**src/rtl/gpio_irq_arbiter.sv**
```systemverilog
// Round-robin interrupt arbiter for a GPIO bank: picks one eligible pending pin,
// presents its ID with a valid/ack handshake and pulses a one-hot clear on ack.
module gpio_irq_arbiter #(
  parameter int NUM_PINS = 32,
  parameter int IDW      = $clog2(NUM_PINS),
  parameter int MIN_GAP  = 2
) (
  input  logic                PCLK,
  input  logic                PRESET,
  input  logic [NUM_PINS-1:0] irq_pending,
  input  logic [NUM_PINS-1:0] irq_mask,
  input  logic                irq_ack,
  output logic                irq_valid,
  output logic [IDW-1:0]      irq_id,
  output logic [NUM_PINS-1:0] irq_clear,
  output logic                busy
);

  localparam int GW = (MIN_GAP > 1) ? $clog2(MIN_GAP) : 1;
  localparam logic [IDW-1:0] LAST_ID  = IDW'(NUM_PINS - 1);
  localparam logic [GW-1:0]  GAP_LAST = GW'((MIN_GAP > 0) ? (MIN_GAP - 1) : 0);

  typedef enum logic [1:0] {
    IDLE,
    SELECT,
    PRESENT,
    GAP
  } state_e;

  state_e               state_q, state_d;
  logic [IDW-1:0]       ptr_q, ptr_d;
  logic [IDW-1:0]       id_q, id_d;
  logic [GW-1:0]        gapCnt_q, gapCnt_d;
  logic [NUM_PINS-1:0]  clear_q, clear_d;
  logic [NUM_PINS-1:0]  eligSampled_q;
  logic                 valid_q;
  logic                 busy_q;

  logic [NUM_PINS-1:0]  elig;
  logic [IDW-1:0]       winner;
  logic [IDW-1:0]       hiWin;
  logic [IDW-1:0]       loWin;
  logic                 hiFound;
  logic [IDW-1:0]       ptrAfterAck;

  assign elig = irq_pending & irq_mask;

  // Descending scan leaves the lowest set index at or above ptr (hiWin) and the
  // lowest set index overall (loWin), which is the wrapped-around choice.
  always_comb begin
    hiFound = 1'b0;
    hiWin   = '0;
    loWin   = '0;
    for (int i = NUM_PINS - 1; i >= 0; i--) begin
      if (elig[i]) begin
        loWin = IDW'(i);
        if (i >= int'(ptr_q)) begin
          hiWin   = IDW'(i);
          hiFound = 1'b1;
        end
      end
    end
    winner = hiFound ? hiWin : loWin;
  end

  assign ptrAfterAck = (id_q == LAST_ID) ? '0 : id_q + IDW'(1);

  // IDLE wakes on the registered eligibility so that, after GAP, a pin whose
  // clear is still in flight through the status register is not re-presented.
  always_comb begin
    state_d  = state_q;
    ptr_d    = ptr_q;
    id_d     = id_q;
    gapCnt_d = gapCnt_q;
    clear_d  = '0;
    case (state_q)
      IDLE: begin
        if (|eligSampled_q) begin
          state_d = SELECT;
        end
      end
      SELECT: begin
        if (|elig) begin
          id_d    = winner;
          state_d = PRESENT;
        end else begin
          state_d = IDLE;
        end
      end
      PRESENT: begin
        if (irq_ack) begin
          clear_d  = NUM_PINS'(1) << id_q;
          ptr_d    = ptrAfterAck;
          gapCnt_d = '0;
          state_d  = (MIN_GAP == 0) ? IDLE : GAP;
        end else if (!elig[id_q]) begin
          state_d = IDLE;
        end
      end
      GAP: begin
        if (gapCnt_q == GAP_LAST) begin
          state_d = IDLE;
        end else begin
          gapCnt_d = gapCnt_q + GW'(1);
        end
      end
      default: begin
        state_d = IDLE;
      end
    endcase
  end

  always_ff @(posedge PCLK) begin
    if (PRESET) begin
      state_q       <= IDLE;
      ptr_q         <= '0;
      id_q          <= '0;
      gapCnt_q      <= '0;
      clear_q       <= '0;
      eligSampled_q <= '0;
      valid_q       <= 1'b0;
      busy_q        <= 1'b0;
    end else begin
      state_q       <= state_d;
      ptr_q         <= ptr_d;
      id_q          <= id_d;
      gapCnt_q      <= gapCnt_d;
      clear_q       <= clear_d;
      eligSampled_q <= elig;
      valid_q       <= (state_d == PRESENT);
      busy_q        <= (state_d != IDLE);
    end
  end

  assign irq_valid = valid_q;
  assign irq_id    = id_q;
  assign irq_clear = clear_q;
  assign busy      = busy_q;

endmodule

```
**config.mk**
```make
export PLATFORM = sky130hd
export DESIGN_NAME = gpio_irq_arbiter
export DESIGN_NICKNAME = d
export VERILOG_FILES = /design/src/rtl/gpio_irq_arbiter.sv
export SDC_FILE = /design/constraint.sdc
export NUM_CORES = 1
export LEC_CHECK = 0
export ABC_AREA = 1
export CAP_MARGIN = 20
export CORE_MARGIN = 5
export CORE_UTILIZATION = 30
export DETAILED_ROUTE_END_ITERATION = 8
export GPL_TIMING_DRIVEN = 0
export MAX_ROUTING_LAYER = met4
export SLEW_MARGIN = 20
export SYNTH_ARGS = -nofsm -noshare
export SYNTH_HDL_FRONTEND = slang
export SYNTH_SLANG_ARGS = --single-unit
```
**constraint.sdc**
```tcl
create_clock -name PCLK -period 2.5 [get_ports PCLK]
set_clock_uncertainty 0.1 [all_clocks]
set_input_delay 0.75 -clock PCLK [delete_from_list [all_inputs] [get_ports PCLK]]
set_output_delay 0.75 -clock PCLK [all_outputs]
set_load 0.005 [all_outputs]
```
==> results of run 1 <==
-- layer usage --
layer / wire length, um / GRT usage, % / part of all wire, % / vias to the layer above
met5: 0 / - / 0 / -
met4: 342 / 6.78 / 2.4 / 0
met3: 1130 / 3.27 / 7.8 / 30
met2: 6880 / 32.2 / 47 / 205
met1: 6140 / 24.0 / 42 / 2148
li1: - / - / - / 2254
-- worst min-delay path by stage --
stage | cells after the start | start | slack, ns | end
3_5_place_dp | 2 | gapCnt_q | 0.35 | gapCnt_q
6_report | 2 | gapCnt_q | 0.36 | gapCnt_q
5_1_grt | 2 | gapCnt_q | 0.37 | gapCnt_q
4_1_cts | 2 | gapCnt_q | 0.36 | gapCnt_q
2_1_floorplan | 2 | gapCnt_q | 0.34 | gapCnt_q
3_3_place_gp | 2 | gapCnt_q | 0.35 | gapCnt_q
-- where the power goes --
| part | internal [uW] | switching, uW |
|---|---|---|
| Sequential | 1350 | 87.8 |
| Clock | 887 | 523 |
| Combinational | 532 | 804 |
-- sequential cells by signal (all words and copies together) (netlist names) --
signal and flops:
gapCnt_q 1, irq_clear 32, state_q 2, ptr_q 5, irq_id 5, irq_valid 1, eligSampled_q 32, busy 1
-- kinds of logic (layout without fill, tap and decap cells) --
kind of cell / after synthesis / in the layout / share of synthesized area [%]
DFF: 79 / 79 / 40.7
adders and majority gates: 7 / 7 / 2.26
AOI/OAI and AO/OA: 80 / 80 / 12.2
and+or+nand+nor: 343 / 343 / 36.4
buffers and inverters: 82 / 261 / 8.22
xor gates and xnor gates: 1 / 1 / 0.226
-- cell type report --
type                            count  share of cell area [%]
Timing Repair Buffer              163                    23.5
Clock inverter                      7                    1.66
Buffer                             14                    1.28
Sequential cell                    79                    25.8
Multi-Input combinational cell    431                    36.3
Inverter                           68                    4.30
Clock buffer                        9                    3.65
Tap cell                          172                    3.49
-- metrics by stage --
stage          setup WS (ns)  power [uW]  hold slack, ns
2_1_floorplan        -0.0612        2130           0.338
3_3_place_gp          -0.978        2570           0.348
3_5_place_dp           -1.01        2580           0.353
4_1_cts               -0.136        4100           0.362
5_1_grt               -0.518        4410           0.369
6_report              -0.209        4180           0.363
-- worst reg2reg max path: stages, from the launching register on --
cell                       delay [ns]
sky130_fd_sc_hd__dfxtp_2         0.33
sky130_fd_sc_hd__buf_8           0.13
sky130_fd_sc_hd__inv_6           0.05
sky130_fd_sc_hd__nand2_4         0.07
sky130_fd_sc_hd__inv_4           0.05
sky130_fd_sc_hd__a21oi_2         0.12
sky130_fd_sc_hd__inv_2           0.05
sky130_fd_sc_hd__a21oi_2         0.10
sky130_fd_sc_hd__inv_1           0.07
sky130_fd_sc_hd__a21oi_2         0.15
sky130_fd_sc_hd__nand4_1         0.15
sky130_fd_sc_hd__nand3b_1        0.29
sky130_fd_sc_hd__nor4_4          0.40
sky130_fd_sc_hd__inv_2           0.11
sky130_fd_sc_hd__a21oi_2         0.16
sky130_fd_sc_hd__a21oi_2         0.08
sky130_fd_sc_hd__a221oi_2        0.21
-- layout by cell type (no fill, tap or decap), drive strengths merged, types with 5 or more instances in the layout --
| cell type | instances |
|---|---|
| ha | 7 |
| dfxtp | 79 |
| nor4 | 9 |
| nor2 | 98 |
| a31oi | 5 |
| dlygate4sd2 | 24 |
| inv | 71 |
| clkbuf | 19 |
| buf | 69 |
| nand3 | 20 |
| nand2 | 179 |
| o21ai | 27 |
| nor3 | 32 |
| a21oi | 26 |
| o211ai | 8 |
| clkdlybuf4s50 | 73 |
-- timing repair --
item	4_1_cts	5_1_grt
cloned	0	0
gates resized for setup	127	32
endpoints found under the setup margin	8	9
pin swaps	49	13
buffers inserted	58	2
hold buffers	0	0
==> run metrics, run 1 <==
CP most frequent cell sky130_fd_sc_hd__a21oi_2; final critical-path required period 2.71 ns; count of routing violations after the opening detailed-route iteration 394; clock-pin slew on the worst setup and hold paths 0.06 ns; post-detailed-route via-to-cell ratio 4.92; Arrival @ worst endpoint 2.85 ns; worst slew slack as a fraction of its limit 60.3%; count of placed standard cells in the final layout, fillers left out 943; area taken by multi-input logic gates 0.00224 sq mm; DR WL/cell 15.4 um; Largest stage delay, worst path 0.40 ns; setup slack on the worst flop-to-flop path -0.21 ns; post-route setup slack -0.209 ns; setup repair after global routing missed its margin true; cell count after placement 869; Layout Area Growth over Synthesis 58.8%; effective utilization at floorplan 30.6%; highest clock rate 369 MHz; Setup CP Type register to register; critical-path maximum fanout 6; pin count of the biggest net entering global routing 16; Synthesis Warnings 0; fillcell total 1265; number of buffer and inverter instances along the worst setup path 6; number of standard cells after synthesis 592; First-pass DRT Iterations 5; sequential share of the synthesized area 40.7%; biggest area contributors in the synthesized netlist sky130_fd_sc_hd__dfxtp_1 41%, sky130_fd_sc_hd__nand2_1 17%, sky130_fd_sc_hd__nor2_1 9.4%; cell with the largest stage delay on the worst path sky130_fd_sc_hd__nor4_4; startpoint of the worst-slack reg-to-reg timing path ptr_q[2]; standard-cell row count 41; cell area after synthesis 0.00388 sq mm; endpoint of the lowest-slack register-to-register path irq_id[2]; via count of the first global-routing pass 4484; portion of the clock cycle consumed by the worst path in the final layout 108%; launching element type of the critical path register; input/output buffers 105; commonest register cell after synthesis sky130_fd_sc_hd__dfxtp_1; final cell area excluding filler cells 0.00617 sq mm; top cells by count, synth 176 x sky130_fd_sc_hd__nand2_1, 97 x sky130_fd_sc_hd__nor2_1, 79 x sky130_fd_sc_hd__dfxtp_1; static leakage 0.00283 uW; share of the core filled with cells in the final layout 48.7%; number of vias after detailed routing 4637; end point of the critical path irq_id[2]; Placer Congestion 0.895; count of flip-flops with a built-in enable after synthesis 0; most frequent cell after synthesis sky130_fd_sc_hd__nand2_1; CP Capture Type register; total clock sinks 79; Synth top area share 40.7%; source of the critical timing path ptr_q[2]; largest area contributor in the synthesized netlist sky130_fd_sc_hd__dfxtp_1; aggregate routed wire length 14.5 mm; status finished, violations left; total cell area at the placement stage 0.00518 sq mm; buffers from clock root to sink, at most 2; antenna violations before repair 0; Die Width 124 um; Max VDD drop 0.343 mV; ports placed on the boundary 106; violations in the final reports negative setup slack; clock tree from TritonCTS done; sum of overflow across all layers after global routing 0; area enclosed by the die boundary 0.0153 sq mm; TritonCTS Buffers 9; CP required 2.65 ns; antenna fix cells 0; fraction of layout cells with a size suffix above 1 22.8%; ordered cell list for the critical path buf_8 -> inv_6 -> nand2_4 -> inv_4 -> a21oi_2 -> inv_2 -> a21oi_2 -> inv_1 -> a21oi_2 -> nand4_1 -> nand3b_1 -> nor4_4 -> inv_2 -> a21oi_2 -> a21oi_2 -> a221oi_2; power density cells 678 mW/mm^2; placeable core area 0.0127 sq mm; post-synthesis register bit count 79; aggregate negative setup slack -0.712 ns; net count reported at finish 840; maximum level of the CTS H-tree 3; number of pins with negative max-slew slack in the final report 0; endpoints failing setup 4; MaxCap Viol Count 0; clock network latency to the later pin of the worst-skew pair 0.33 ns; Crit path max-delay family simple AND/OR/NAND/NOR gates; vertical die dimension 124 um; type of the tightest min-delay check register to register; total area of sequential cells 0.00159 sq mm; syn_nets 666; count of distinct cell types in the synthesized netlist 34; overall track demand over capacity in global routing 19.5%; ys async rst share 0%; number of logic stages on the critical path including buffering 16; wire length of the first global-routing pass 22.7 mm; count of unresolved DRC violations after routing 0; remaining number of nets flagged by the antenna check after routing 0; syn_area_per_cell 6.56 sq um; pin slew with the least headroom to its limit 0.596 ns; Reg2Reg Depth 16; CTS root buf sky130_fd_sc_hd__clkbuf_16; Hold Vio Cnt, Final 0; half-perimeter wire length of the detailed placement result 10.5 mm
No activity file was read; power rests on OpenSTA's default activity.
==> run 2, diff against run 1 <==
Settings changed: CORE_ASPECT_RATIO from default to 1.5.
==> run 2 against run 1 <==
Net effect: the run still ends with negative setup slack left; total power shrank 1.2%; via count down 4.2%; clock-buffer cell count grew 2; register-to-register slack worse by 0.12 ns; sequential share of layout area grew 0.063 points; fmax is 4.2% lower; worst hold slack worse by 0.0023 ns; combinational power about the same; critical path type unchanged; global-route usage up 0.10 points.
==> run metrics, run 2 (same netlist as run 1, synthesis figures left out) <==
Setup CP Type register to register; pin count of the biggest net entering global routing 15; post-detailed-route via-to-cell ratio 4.86; MaxCap Viol Count 0; clock-pin slew on the worst setup and hold paths 0.06 ns; setup slack on the worst flop-to-flop path -0.33 ns; number of pins with negative max-slew slack in the final report 0; clock tree from TritonCTS done; Max VDD drop 0.355 mV; launching element type of the critical path register; DR WL/cell 15.7 um; Largest stage delay, worst path 0.33 ns; remaining number of nets flagged by the antenna check after routing 0; startpoint of the worst-slack reg-to-reg timing path ptr_q[2]; highest clock rate 354 MHz; CP Capture Type register; Post-Place Setup Slack -1.02 ns; clock network latency to the later pin of the worst-skew pair 0.34 ns; wire length of the first global-routing pass 22.2 mm; met3 Resource Use GR 3.46%; count of unresolved DRC violations after routing 0; pin slew with the least headroom to its limit 0.644 ns; Post-CTS Hold Buffers 0; fraction of layout cells with a size suffix above 1 22.4%; half-perimeter wire length of the detailed placement result 11.4 mm; Layout Area Growth over Synthesis 58.5%; number of logic stages on the critical path including buffering 17; critical-path maximum fanout 6; Placer Congestion 0.907; source of the critical timing path ptr_q[2]; Hold Vio Cnt, Final 0; standard-cell row count 51; vertical die dimension 149 um; ordered cell list for the critical path buf_8 -> nand2_8 -> buf_4 -> buf_6 -> a21oi_4 -> inv_2 -> a31oi_4 -> nor2_4 -> a21oi_4 -> nand4_1 -> nand3b_1 -> nor4_4 -> buf_4 -> inv_4 -> a21oi_2 -> a21oi_2 -> a221oi_2; number of vias after detailed routing 4443; overall track demand over capacity in global routing 19.6%; cell with the largest stage delay on the worst path sky130_fd_sc_hd__dfxtp_2; CTS root buf sky130_fd_sc_hd__clkbuf_16; aggregate negative setup slack -1.00 ns; total clock sinks 79; end point of the critical path irq_id[2]; met2 Use GR 36.4%; fillcell total 1341; effective utilization at floorplan 30.3%; number of buffer and inverter instances along the worst setup path 6; ports placed on the boundary 106; aggregate routed wire length 14.4 mm; antenna fix cells 0; most common library cell in the layout ignoring fill and taps sky130_fd_sc_hd__nand2_1; Die Width 103 um; via count of the first global-routing pass 4407; endpoint of the lowest-slack register-to-register path irq_id[2]; buffers from clock root to sink, at most 2; endpoints failing setup 4; violations in the final reports negative setup slack; First-pass DRT Iterations 4; net count reported at finish 824; worst hold stages 2; final critical-path required period 2.83 ns; portion of the clock cycle consumed by the worst path in the final layout 113%; Arrival @ worst endpoint 2.98 ns; static leakage 0.00275 uW; post-route setup slack -0.328 ns; count of routing violations after the opening detailed-route iteration 171; setup repair after global routing missed its margin true; Reg2Reg Depth 17; sum of overflow across all layers after global routing 0; met1 global-route usage 17.9%; most congested layer reported by global routing met2; Crit path max-delay family compound AO/OA/AOI/OAI gates; type of the tightest min-delay check register to register; leading cell types in the layout, fill and taps excluded 144 x sky130_fd_sc_hd__nand2_1, 81 x sky130_fd_sc_hd__nor2_1, 79 x sky130_fd_sc_hd__clkdlybuf4s50_1, 74 x sky130_fd_sc_hd__dfxtp_1, 48 x sky130_fd_sc_hd__inv_1; status finished, violations left; input/output buffers 105; power density cells 672 mW/mm^2; placeable core area 0.0128 sq mm; area enclosed by the die boundary 0.0154 sq mm; worst slew slack as a fraction of its limit 57.0%; maximum level of the CTS H-tree 3; TritonCTS Buffers 9; antenna violations before repair 0; CP required 2.65 ns
[run 2: cell types whose count changed in the layout (fill, tap and decap cells not counted), sizes merged, moves of 2 or more]
cell,change
clkinvlp,+2
clkbuf,+2
buf,-17
dlygate4sd2,-5
clkdlybuf4s50,+6
inv,-3
[run 2: worst reg2reg max path: stages, from the launching register on]
cell	delay [ns]
sky130_fd_sc_hd__dfxtp_2	0.33
sky130_fd_sc_hd__buf_8	0.14
sky130_fd_sc_hd__nand2_8	0.08
sky130_fd_sc_hd__buf_4	0.14
sky130_fd_sc_hd__buf_6	0.11
sky130_fd_sc_hd__a21oi_4	0.11
sky130_fd_sc_hd__inv_2	0.06
sky130_fd_sc_hd__a31oi_4	0.17
sky130_fd_sc_hd__nor2_4	0.07
sky130_fd_sc_hd__a21oi_4	0.14
sky130_fd_sc_hd__nand4_1	0.12
sky130_fd_sc_hd__nand3b_1	0.27
sky130_fd_sc_hd__nor4_4	0.23
sky130_fd_sc_hd__buf_4	0.19
sky130_fd_sc_hd__inv_4	0.05
sky130_fd_sc_hd__a21oi_2	0.13
sky130_fd_sc_hd__a21oi_2	0.09
sky130_fd_sc_hd__a221oi_2	0.23
[run 2: worst min-delay path by stage]
| stage | from | to | slack [ns] |
|---|---|---|---|
| after floorplan | gapCnt_q | gapCnt_q | 0.34 |
| after global placement | gapCnt_q | gapCnt_q | 0.35 |
| after detailed placement | gapCnt_q | gapCnt_q | 0.36 |
| after CTS | gapCnt_q | gapCnt_q | 0.37 |
| after global routing | gapCnt_q | gapCnt_q | 0.39 |
| final | gapCnt_q | gapCnt_q | 0.36 |
[run 2: metal layers]
metal | share of wire, % | routed length [um]
met4 | 5.1 | 741
met2 | 56 | 8080
met5 | 0 | 0
met3 | 4.7 | 673
met1 | 34 | 4900
[run 2: report_power, final]
part           internal, uW  total (uW)  leakage [uW]  switching [uW]
Clock                   834        1360      0.000152             527
Combinational           522        1330       0.00195             805
Sequential             1350        1450      0.000647            97.6
Total                  2700        4130       0.00275            1430
[run 2: stage by stage]
stage / util, % / hold WS (ns) / std cells / area (sq um) / power (uW)
global route: 48.0 / 0.393 / 914 / 6150 / 4370
CTS: 45.7 / 0.365 / 902 / 5860 / 4060
detailed placement: 40.2 / 0.356 / 856 / 5160 / 2610
global placement: 40.2 / 0.349 / 856 / 5160 / 2600
floorplan: - / 0.338 / 592 / 3910 / 2130
finish: 48.0 / 0.360 / 914 / 6150 / 4130
[run 2: layout make-up]
class                           count  area, sq um  area share (%)
Clock inverter                      5         63.8            1.04
Inverter                           68          274            4.45
Timing Repair Buffer              147         1330            21.6
Sequential cell                    79         1590            25.9
Buffer                             14         82.6            1.34
Clock buffer                       11          253            4.11
Tap cell                          159          199            3.23
Multi-Input combinational cell    431         2360            38.3
[run 2: timing repair]
action                                  CTS  global route
gates resized for setup                 120            54
endpoints found under the setup margin    8             8
buffers inserted                         30            12
pin swaps                                39            23
